File: config.mk
export PLATFORM = sky130hd
export DESIGN_NAME = cpu_imm_unit
export DESIGN_NICKNAME = d
export VERILOG_FILES = /design/src/rtl/pck_control.sv /design/src/rtl/pck_isa.sv /design/src/rtl/pck_sext.sv /design/src/rtl/cpu_imm_dec_xlen.sv /design/src/rtl/cpu_imm_unit.sv
export SDC_FILE = /design/constraint.sdc
export NUM_CORES = 1
export LEC_CHECK = 0
export ABC_AREA = 0
export BUFFER_PORTS_ARGS = -buffer_cell sky130_fd_sc_hd__buf_2
export CAP_MARGIN = 20
export CELL_PAD_IN_SITES_DETAIL_PLACEMENT = 1
export CELL_PAD_IN_SITES_GLOBAL_PLACEMENT = 1
export CORE_ASPECT_RATIO = 0.9
export CORE_MARGIN = 4
export CORE_UTILIZATION = 38
export CTS_BUF_LIST = sky130_fd_sc_hd__clkbuf_16
export DETAILED_ROUTE_END_ITERATION = 10
export PLACE_DENSITY = 0.74
export RECOVER_POWER = 25
export SETUP_SLACK_MARGIN = 0.5
export SYNTH_ARGS = -nofsm -noshare
export SYNTH_HDL_FRONTEND = slang
export SYNTH_HIERARCHICAL = 1
export SYNTH_SLANG_ARGS = --single-unit
export TNS_END_PERCENT = 30
File: constraint.sdc
create_clock -name i_clk -period 4.71 [get_ports i_clk]
set_input_delay 0.2355 -clock i_clk [delete_from_list [all_inputs] [get_ports i_clk]]
set_output_delay 0.2355 -clock i_clk [all_outputs]
set_load 0.05 [all_outputs]
File: src/rtl/pck_control.sv
// rtl/pck_control.sv - decode control enumerations
package pck_control;

    typedef enum logic [2:0] {
        INSTR_R,
        INSTR_I,
        INSTR_S,
        INSTR_B,
        INSTR_U,
        INSTR_J,
        INSTR_IU,
        INSTR_IUCSR
    } instr_type_e;

    typedef enum logic [1:0] {
        EMPTY,
        ONE,
        TWO
    } imm_buf_state_e;

endpackage

File: src/rtl/pck_isa.sv
// rtl/pck_isa.sv - RISC-V base instruction field layout
package pck_isa;

    typedef struct packed {
        logic [6:0] funct7;
        logic [4:0] rs2;
        logic [4:0] rs1;
        logic [2:0] funct3;
        logic [4:0] rd;
        logic [6:0] opcode;
    } isa_instr_t;

endpackage

File: src/rtl/pck_sext.sv
// rtl/pck_sext.sv - width-generic sign extension helper
package pck_sext;

    localparam int unsigned max_xlen = 64;

    // Sign-extends the low n bits of value (1 <= n <= 32) to max_xlen; callers truncate to their xlen.
    function automatic logic [max_xlen-1:0] sext_n(input logic [31:0] value, input int unsigned n);
        logic [max_xlen-1:0] r;
        logic [4:0]          msb;
        msb = 5'(n - 1);
        r   = '0;
        for (int unsigned i = 0; i < 32; i++) begin
            r[i] = (i < n) ? value[i] : value[msb];
        end
        for (int unsigned i = 32; i < max_xlen; i++) begin
            r[i] = value[msb];
        end
        return r;
    endfunction

endpackage

File: src/rtl/cpu_imm_dec_xlen.sv
// rtl/cpu_imm_dec_xlen.sv - combinational immediate decoder
module cpu_imm_dec_xlen
    import pck_isa::*;
    import pck_control::*;
    import pck_sext::*;
#(
    parameter int p_xlen       = 32,
    parameter bit p_branch_imm = 1'b0
) (
    input  isa_instr_t        instr,
    input  instr_type_e       instr_type,
    output logic [p_xlen-1:0] imm
);

    logic [31:0]         raw;
    logic [max_xlen-1:0] imm_wide;
    logic                unused_bits;

    assign raw = instr;

    always_comb begin
        imm_wide = '0;
        case (instr_type)
            INSTR_B:     imm_wide = sext_n(32'({raw[31], raw[7], raw[30:25], raw[11:8], 1'b0}), 13);
            INSTR_J:     imm_wide = sext_n(32'({raw[31], raw[19:12], raw[20], raw[30:21], 1'b0}), 21);
            INSTR_I:     imm_wide = sext_n(32'(raw[31:20]), 12);
            INSTR_S:     if (!p_branch_imm) imm_wide = sext_n(32'({raw[31:25], raw[11:7]}), 12);
            INSTR_U:     if (!p_branch_imm) imm_wide = sext_n({raw[31:12], 12'b0}, 32);
            INSTR_IU:    if (!p_branch_imm) imm_wide = max_xlen'(raw[31:20]);
            INSTR_IUCSR: if (!p_branch_imm) imm_wide = max_xlen'(raw[19:15]);
            default:     imm_wide = '0;
        endcase
    end

    assign imm = imm_wide[p_xlen-1:0];

    // Opcode and high bits beyond p_xlen are intentionally dropped.
    assign unused_bits = ^{raw[6:0], imm_wide};

endmodule

File: src/rtl/cpu_imm_unit.sv
// rtl/cpu_imm_unit.sv - registered handshaked immediate stage with skid buffer
module cpu_imm_unit
    import pck_isa::*;
    import pck_control::*;
#(
    parameter int p_xlen       = 32,
    parameter bit p_branch_imm = 1'b0,
    parameter int p_tag_width  = 32,
    parameter bit p_skid       = 1'b1
) (
    input  logic                   i_clk,
    input  logic                   i_rst,
    input  logic                   i_flush,
    input  logic                   i_valid,
    output logic                   o_ready,
    input  isa_instr_t             i_instr,
    input  instr_type_e            i_instr_type,
    input  logic [p_tag_width-1:0] i_tag,
    output logic                   o_valid,
    input  logic                   i_ready,
    output logic [p_xlen-1:0]      o_imm,
    output logic [p_tag_width-1:0] o_tag,
    output logic                   o_imm_zero
);

    logic [p_xlen-1:0]      dec_imm;
    logic                   dec_zero;
    imm_buf_state_e         state;
    logic                   ready_q;
    logic [p_xlen-1:0]      skid_imm;
    logic [p_tag_width-1:0] skid_tag;
    logic                   skid_zero;
    logic                   accept;
    logic                   deliver;

    cpu_imm_dec_xlen #(
        .p_xlen       (p_xlen),
        .p_branch_imm (p_branch_imm)
    ) u_dec (
        .instr      (i_instr),
        .instr_type (i_instr_type),
        .imm        (dec_imm)
    );

    assign dec_zero = (dec_imm == '0);
    assign o_ready  = p_skid ? ready_q : (!i_rst && (state == EMPTY || i_ready));
    assign accept   = i_valid && o_ready;
    assign deliver  = o_valid && i_ready;

    // Without a skid buffer o_ready in ONE implies i_ready, so ONE never advances to TWO.
    always_ff @(posedge i_clk) begin
        if (i_rst) begin
            state      <= EMPTY;
            ready_q    <= 1'b0;
            o_valid    <= 1'b0;
            o_imm      <= '0;
            o_tag      <= '0;
            o_imm_zero <= 1'b1;
            skid_imm   <= '0;
            skid_tag   <= '0;
            skid_zero  <= 1'b1;
        end else if (i_flush) begin
            state   <= EMPTY;
            ready_q <= 1'b1;
            o_valid <= 1'b0;
        end else begin
            case (state)
                EMPTY: begin
                    ready_q <= 1'b1;
                    if (accept) begin
                        o_imm      <= dec_imm;
                        o_tag      <= i_tag;
                        o_imm_zero <= dec_zero;
                        o_valid    <= 1'b1;
                        state      <= ONE;
                    end
                end
                ONE: begin
                    if (accept && !deliver) begin
                        skid_imm  <= dec_imm;
                        skid_tag  <= i_tag;
                        skid_zero <= dec_zero;
                        ready_q   <= 1'b0;
                        state     <= TWO;
                    end else if (accept) begin
                        o_imm      <= dec_imm;
                        o_tag      <= i_tag;
                        o_imm_zero <= dec_zero;
                    end else if (deliver) begin
                        o_valid <= 1'b0;
                        state   <= EMPTY;
                    end
                end
                TWO: begin
                    if (deliver) begin
                        o_imm      <= skid_imm;
                        o_tag      <= skid_tag;
                        o_imm_zero <= skid_zero;
                        ready_q    <= 1'b1;
                        state      <= ONE;
                    end
                end
                default: begin
                    state   <= EMPTY;
                    o_valid <= 1'b0;
                    ready_q <= 1'b1;
                end
            endcase
        end
    end

endmodule

; ---- Word-level counts from Yosys, hierarchy flattened
; Cells that the tools add are included.
[op_classes]
muxes = 28
n_div = 0
bitwise = 2
reduce_logical = 13
n_addsub = 0
n_lt_le_gt_ge = 0
n_mul = 0
eq_ne = 18
n_shift = 0
[op_table]
columns = operator, n
row1 = 32-bit case mux with 7 select lines, 1
row2 = 32-bit 2-to-1 mux, 6
row3 = 32-bit case mux with 3 select lines, 2
row4 = 32-bit logical NOT, 1
row5 = 3-bit equality test (second input constant), 4
row6 = 3-bit != test (second input constant), 4
row7 = 1-bit 2-to-1 mux, 10
row8 = 2-bit 2-to-1 mux, 5
row9 = 2-bit != test (second input constant), 5
row10 = 4-bit AND reduction, 2
row11 = 3-bit by 2-bit equality test with 1-bit output (second input constant), 2
row12 = 1-bit case mux with 3 select lines, 2
row13 = 2-bit case mux with 3 select lines, 1
row14 = 5-bit AND reduction, 1
row15 = 3-bit by 1-bit equality test with 1-bit output (second input constant), 1
row16 = 1-bit logical AND, 3
row17 = 3-bit AND reduction, 1
row18 = 3-bit nonzero test, 1
row19 = 2-bit by 1-bit equality test with 1-bit output (second input constant), 1
row20 = 2-bit equality test (second input constant), 1
row21 = 2-bit logical NOT, 1
row22 = 1-bit inverter, 2
row23 = 1-bit case mux with 2 select lines, 1
row24 = 2-bit AND reduction, 1
row25 = other kinds (2), 2
[word_totals]
memories = 0
romBits = 0
inputBits = 72
out_inout_bits = 67
mem_bits_rw = 0
latchBits = 0
wordCells = 70
regBits = 134

; ---- Longest topological paths before layout
; Gate-level depths: netlist of the first run.
[logic_depth]
word_depth = 6
depth_mapped = 8
mapped_depth_nobuf = 6

; ---- Cells and area by module
; The synthesis of the first run kept the hierarchy.
[modules_own_cells]
columns = mod, seq_area_each_um2, cells_per_inst, instances, area_each_um2
row1 = cpu_imm_unit, 2682.6, 690, 1, 5859.4
row2 = cpu_imm_dec_xlen, 0.0, 84, 1, 703.2

; ---- Worst setup path after synthesis of the first run
; Ideal clock, no wire load.
[synth_path]
path_type = reg-to-reg
start = register ready_q (netlist: o_ready)
end = register o_tag[10]
t_required_ns = 4.621
n_path_buf = 2
path_stages_with_launch = 7
setup_ns = 0.089
synth_period_minus_slack_ns = 1.826
arrival_time_ns = 1.737
path_slack_ns = 2.884
path_cell_list = dfxtp_1 -> nand3b_1 -> a21oi_2 -> buf_4 -> buf_2 -> a21oi_2 -> a311oi_2
[synth_between]
elab_chain_cells = 4
word_cells_on_any_way = 7
classes_between = eq/ne: 1 / mux: 3 / reduce/logical: 3
[synth_lines]
columns = item, line
row1 = "start, declared", cpu_imm_unit.sv:29  ; logic ready_q;
row2 = "start signal, assigned", cpu_imm_unit.sv:54  ; ready_q <= 1'b0;
row3 = "start signal, assigned", cpu_imm_unit.sv:64  ; ready_q <= 1'b1;
row4 = "start signal, assigned", cpu_imm_unit.sv:69  ; ready_q <= 1'b1;
row5 = 1-bit logical AND (*), cpu_imm_unit.sv:47  ; assign accept = i_valid && o_ready;
row6 = 32-bit 2-to-1 mux or 1-bit logical AND (tied branches), -
row7 = 32-bit 2-to-1 mux or 2-bit != test (tied branches), -
row8 = 32-bit case mux with 3 select lines or 4-bit AND reduction (tied branches), -
row9 = "end signal, assigned", cpu_imm_unit.sv:72  ; o_tag <= i_tag;
row10 = "end signal, assigned", cpu_imm_unit.sv:87  ; o_tag <= i_tag;
row11 = "end signal, assigned", cpu_imm_unit.sv:97  ; o_tag <= skid_tag;
row12 = "end, declared", cpu_imm_unit.sv:22  ; output logic [p_tag_width-1:0] o_tag,
; Mark *: on every way between the ends. The rest lies on a longest branch, timed or not. The select of a mux whose other input is x is not followed.
; A chain may end at the register's enable or synchronous reset.

; ---- Worst setup path in the final report of the first run
[layout_path]
start = register state[0]
end = register o_imm[3]
[layout_between]
elab_chain_cells = 3
word_cells_on_any_way = 8
classes_between = eq/ne: 4 / mux: 1 / reduce/logical: 3
[layout_lines]
columns = item, line
row1 = "start, declared", cpu_imm_unit.sv:28  ; imm_buf_state_e state;
row2 = "start signal, assigned", cpu_imm_unit.sv:53  ; state <= EMPTY;
row3 = "start signal, assigned", cpu_imm_unit.sv:63  ; state <= EMPTY;
row4 = "start signal, assigned", cpu_imm_unit.sv:75  ; state <= ONE;
row5 = "2-bit equality test, or another cell as far along", cpu_imm_unit.sv:67  ; case (state)
row6 = 2-bit != test (no line) or 3-bit nonzero test (tied branches), -
row7 = 4-bit AND reduction (no line), -
row8 = "end signal, assigned", cpu_imm_unit.sv:71  ; o_imm <= dec_imm;
row9 = "end signal, assigned", cpu_imm_unit.sv:86  ; o_imm <= dec_imm;
row10 = "end signal, assigned", cpu_imm_unit.sv:96  ; o_imm <= skid_imm;
row11 = "end, declared", cpu_imm_unit.sv:21  ; output logic [p_xlen-1:0] o_imm,
; Parallel ways exist; a longest one is shown, timed or not.

==> results of run 1 <==
==> sequential cells by signal, summed over array words and instances, names as in the netlist <==
name	cells
skid_zero	1
skid_tag	32
o_ready	1
o_imm	32
o_imm_zero	1
skid_imm	32
o_tag	32
o_valid	1
state	2
==> final timing paths <==
path                 from            to  cells after the start
min             i_tag[15]  skid_tag[15]                      3
max              state[0]      o_imm[3]                      6
min reg2reg  skid_tag[30]  skid_tag[30]                      2
max reg2reg      state[0]      o_imm[3]                      6
==> layout by cell type, fill, tap and decap left out, drive strengths merged, types with 3 or more instances in the layout <==
master   count
nand2      261
dfxtp      134
a21oi      131
buf         94
clkbuf      66
a311oi      64
nand3b      14
nand3       13
nand4bb     13
inv          9
nor4         8
o2bb2ai      8
nor3b        7
o211ai       7
mux2i        7
bufinv       3
clkinv       3
nand2b       3
==> worst reg2reg max path, cell delays in order, from the launching register on <==
cell                       delay [ns]
sky130_fd_sc_hd__dfxtp_1         0.35
sky130_fd_sc_hd__nand2b_2        0.18
sky130_fd_sc_hd__buf_4           0.38
sky130_fd_sc_hd__a21oi_4         0.25
sky130_fd_sc_hd__buf_4           0.79
sky130_fd_sc_hd__a21oi_1         0.21
sky130_fd_sc_hd__a311oi_1        0.37
==> power breakdown <==
| part | switching (W) | internal (W) |
|---|---|---|
| Sequential | 0.0000229 | 0.00117 |
| Clock | 0.000548 | 0.000848 |
| Combinational | 0.000285 | 0.000115 |
==> cells by family (layout without fill, tap and decap cells) <==
kind of cell           after synthesis  count (layout)  share of synthesized area (%)
AND/OR/NAND/NOR                    335             335                           23.8
AO/OA/AOI/OAI                      218             218                           27.0
flip-flops                         134             134                           40.9
buffers and inverters               80             177                           7.23
multiplexers                         7               7                           1.07
==> cells in the mapped netlist (all sizes together), types with 3 or more instances <==
library cell	count	area [sq um]
buf	48	354
mux2i	7	70.1
nand3	13	65.1
nand4bb	13	146
o2bb2ai	8	70.1
nand3b	14	105
a21oi	131	772
nand2	261	980
nor4	8	50.1
o211ai	7	52.6
dfxtp	134	2680
nor3b	7	82.6
clkbuf	30	113
a311oi	64	798
nand2b	3	18.8
==> area by class of cell <==
class / count / area share [%]
Clock buffer: 17 / 5.54
Tap cell: 211 / 3.44
Timing Repair Buffer: 143 / 8.95
Clock inverter: 15 / 2.51
Multi-Input combinational cell: 560 / 44.5
Sequential cell: 134 / 34.9
Inverter: 2 / 0.0978
==> per-stage QoR <==
step / std cells / hold WS [ns]
6_report: 1082 / 0.0628
5_1_grt: 1082 / 0.0559
4_1_cts: 1082 / 0.0442
3_5_place_dp: 1050 / 0.447
3_3_place_gp: 1050 / 0.443
2_1_floorplan: 774 / 0.312
==> layer usage <==
metal	up-vias	GRT usage, %	share of wire [%]	routed length, microns
met4	0	5.64	1.0	204
met1	2893	27.4	48	9540
met2	99	33.0	48	9450
met5	-	0	0	0
met3	16	3.84	3.1	613
li1	2902	-	-	-
==> results.toml, run 1 <==
[routing]
route.detailed.vias_per_inst = 5.46
ant_nets = 0
routedWlPerCell_microns = 18.3
drt_pass1_iterations = 4
routed_wirelength_mm = 19.8
vias = 5910
drt_iter0_drc = 343
drc_errors = 0

[sta]
timing.final.setup_violations = 0
fmax_mhz = 379
final.setup.tns_ns = 0
final_min_period_over_clock_period_pct = 56.0
worst_pin_slew_ns = 0.994
fin_skew_ns = 0.00628
final-hold-violation-count = 0
timing.max_slew.rel_slack_pct = 33.7
final-max-slew-violation-count = 0
post-route-worst-setup-slack_ns = 2.07
rsz0062_at_grt = "false"
post-route-min-period_ns = 2.64

[clocking]
worstSkewPairLatency_ns = 0.42
cts_tree = "yes"
post-cts-setup-buffer-count = 0
tritoncts.num_buffers = 17
cts-root-to-sink-buffers = 2
cts_hold_buf = 0
root_buffer = "sky130_fd_sc_hd__clkbuf_16"
h-tree-depth = 4
ctsResizeCount = 0
clk_pin_slew_worst_paths_ns = 0.07
tritoncts_num_sinks = 134

[floorplan]
io-pin-count = 139
initial_core_util_pct = 38.9
die_y_microns = 133
full_die_area_sq_mm = 0.0194
floorplan.core_area_sq_mm = 0.0169
die_width_microns = 147
rows = 45

[worst_setup_path]
most_prevalent_standard_cell_on_the_critical_path = "sky130_fd_sc_hd__buf_4"
crit_path_max_incr_delay_ns = 0.79
crit_family = "buffers and inverters"
timing.critical_path.from_type = "register"
timing.critical_path.to_type = "register"
cp_data_arrival_time_ns = 2.94
setup.worst_path.class = "register to register"
critPathMaxFanout = 66
worst-path-buf-inv = 2
timing.critical_path.cells = "nand2b_2 > buf_4 > a21oi_4 > buf_4 > a21oi_1 > a311oi_1"
rrSetupSlack_ns = 2.07
crit_slowest_cell = "sky130_fd_sc_hd__buf_4"
crit_required_ns = 5.01

[synth]
synth.net_count = 846
postSynth.asyncResetShare_pct = 0
ys_dominant_reg_cell = "sky130_fd_sc_hd__dfxtp_1"
synth.lib_cells_used.distinct = 40
ys_seq_elements = 134
syn_inst = 774
synth-seq-area-share_pct = 40.9
yosys_warnings = 6
synthesis.area_sq_mm = 0.00656
avgSynthCellArea_sq_um = 8.48
synth_edf_count = 0

[layout]
layout.core_utilization_pct = 45.5
layout.area.seq_sq_mm = 0.00268
areaGrowthSynthToFinish_pct = 17.0
final.fill_count = 2049
finalInstanceArea_sq_mm = 0.00768
layout-drive-gt1-share_pct = 23.8
antenna_cells = 0
multiInputGateArea_sq_mm = 0.00342
nets = 930

[place]
portbufs = 131
detailed_place.area_sq_mm = 0.00713
global_placer_s_final_weighted_congestion = 0.818
hpwlAfterDp_mm = 12.1
dpl_worst_slack_ns = 2.13

[hold_path]
timing.hold.worst.class = "input pin to register"

[status]
status = "finished clean"

[power_and_ir_drop]
power.ir.vdd_worst_mv = 0.253
post_layout_power_w = 0.00299
reported_leakage_power_nw = 2.66
pwr_density_cell_mw_per_mm2 = 389

[global_routing]
global_route_wire_length_before_repair_mm = 32.2
global_route.overflow_total = 0
first_global_vias = 6114
groute.usage.overall_pct = 20.2
grt_max_degree = 67
antenna_found_initial = 0

[job]
drv.max_cap_violation_count = 0
Note: power is estimated with default switching activity, not from simulation.
==> inputs of run 2 (changes only) <==
==> constraint.sdc (replaced) <==
create_clock -name i_clk -period 2.69 [get_ports i_clk]
set_input_delay 0.1345 -clock i_clk [delete_from_list [all_inputs] [get_ports i_clk]]
set_output_delay 0.1345 -clock i_clk [all_outputs]
set_load 0.05 [all_outputs]
==> results.toml, run 2 (same netlist as run 1, synthesis figures left out) <==
[status]
status = "finished clean"

[global_routing]
antenna_found_initial = 0
first_global_vias = 6182
groute.usage.overall_pct = 20.1
global_route_wire_length_before_repair_mm = 32.1
grt_max_degree = 67
global_route.overflow_total = 0

[sta]
timing.max_slew.rel_slack_pct = 45.2
final_min_period_over_clock_period_pct = 72.8
worst_pin_slew_ns = 0.822
final-hold-violation-count = 0
post-route-min-period_ns = 1.96
rsz0062_at_grt = "false"
final.setup.tns_ns = 0
fin_skew_ns = 0.00689
final-max-slew-violation-count = 0
timing.final.setup_violations = 0
fmax_mhz = 510

[worst_setup_path]
timing.critical_path.cells = "a21boi_2 > nor3b_2 > buf_12 > nand2_1 > a21oi_1"
critPathMaxFanout = 60
cp_data_arrival_time_ns = 2.30
launching_instance_or_port_of_the_critical_path = "state[0]"
critical_path_destination = "skid_tag[11]"
reg2reg_to = "skid_tag[11]"
crit_required_ns = 3.03
crit_path_max_incr_delay_ns = 0.53
setup.worst_path.class = "register to register"
timing.critical_path.to_type = "register"
r2r_start = "state[0]"
timing.critical_path.from_type = "register"
rrSetupSlack_ns = 0.73
r2r.worst_path.cells = 5
crit_slowest_cell = "sky130_fd_sc_hd__nor3b_2"

[place]
hpwlAfterDp_mm = 12.1
portbufs = 131
dp.cells = 1051
global_placer_s_final_weighted_congestion = 0.843

[layout]
mostFrequentLayoutCell = "sky130_fd_sc_hd__nand2_1"
antenna_cells = 0
areaGrowthSynthToFinish_pct = 21.8
final.fill_count = 2042
layout-drive-gt1-share_pct = 22.8
nets = 962
layoutNonFillerInstCount = 1114
top_library_cells_by_usage_in_the_layout_fill_and_taps_aside = "sky130_fd_sc_hd__nand2_1, sky130_fd_sc_hd__dfxtp_1, sky130_fd_sc_hd__a21oi_1"

[power_and_ir_drop]
power.ir.vdd_worst_mv = 0.470
reported_leakage_power_nw = 2.78
pwr_density_cell_mw_per_mm2 = 633
post_layout_power_w = 0.00506

[routing]
routedWlPerCell_microns = 17.7
vias = 6048
drt_iter0_drc = 411
drt_pass1_iterations = 5
ant_nets = 0
routed_wirelength_mm = 19.7
route.detailed.vias_per_inst = 5.43
drc_errors = 0

[clocking]
cts_hold_buf = 31
worstSkewPairLatency_ns = 0.41
ctsResizeCount = 0
root_buffer = "sky130_fd_sc_hd__clkbuf_16"
h-tree-depth = 4
clk_pin_slew_worst_paths_ns = 0.06
cts-root-to-sink-buffers = 2
cts_tree = "yes"
post-cts-setup-buffer-count = 0
tritoncts.num_buffers = 17
tritoncts_num_sinks = 134

[floorplan]
io-pin-count = 139
initial_core_util_pct = 38.9
die_width_microns = 147
full_die_area_sq_mm = 0.0194
rows = 45
die_y_microns = 133
floorplan.core_area_sq_mm = 0.0169

[hold_path]
timing.hold.worst.class = "input pin to register"

[job]
drv.max_cap_violation_count = 0
run 2: changes by cell type in the layout (fill, tap and decap cells not counted), sizes merged:
cell and delta:
dlygate4sd3 +31, inv -5, clkinv +4, clkinvlp +2, buf +1, bufinv -1
run 2: through the flow:
step                setup slack (ns)  hold WS, ns  instance area (sq um)  utilization [%]
floorplan                      0.864        0.211                   6560                -
finish                         0.731       0.0330                   7990             47.3
CTS                            0.696       0.0187                   8060             47.7
detailed placement             0.609        0.395                   7180             42.5
global route                   0.526       0.0266                   7990             47.3
global placement               0.615        0.390                   7180             42.5
run 2: layout make-up:
type,count,area (sq um),area share [%]
Multi-Input combinational cell,560,3420,42.8
Inverter,2,7.51,0.0939
Clock inverter,15,139,1.74
Timing Repair Buffer,175,1050,13.2
Sequential cell,134,2680,33.6
Tap cell,211,264,3.30
Clock buffer,17,425,5.32
run 2: power breakdown:
part / leakage (nW) / switching [W] / internal (W)
combinational: 1.42 / 0.000504 / 0.000235
clock: 0.271 / 0.000882 / 0.00135
sequential: 1.09 / 0.0000405 / 0.00205
total: 2.78 / 0.00143 / 0.00363
run 2: worst max-delay path, delay by kind of cell (launching register included):
| kind | cells | cell delay [ns] |
|---|---|---|
| buffers and inverters | 1 | 0.36 |
| and+or+nand+nor | 2 | 0.66 |
| DFF | 1 | 0.41 |
| AOI/OAI and AO/OA | 2 | 0.46 |
run 2: how the worst min path moves through the flow:
| stage | startpoint | endpoint | slack, ns | cells after the start |
|---|---|---|---|---|
| global route | i_tag[11] | o_tag[11] | 0.03 | 3 |
| detailed placement | i_tag[21] | skid_tag[21] | 0.39 | 3 |
| finish | i_tag[11] | skid_tag[11] | 0.03 | 3 |
| CTS | i_tag[11] | o_tag[11] | 0.02 | 3 |
| global placement | i_tag[13] | skid_tag[13] | 0.39 | 3 |
| floorplan | i_flush | state[0] | 0.21 | 1 |
run 2: layer usage:
layer  vias up  global-route usage, %  wire, microns
met2       118                   33.6           9380
met1      2938                   26.4           9460
met3        15                   4.28            723
met5         -                      0              0
li1       2977                      -              -
met4         0                   5.12            176
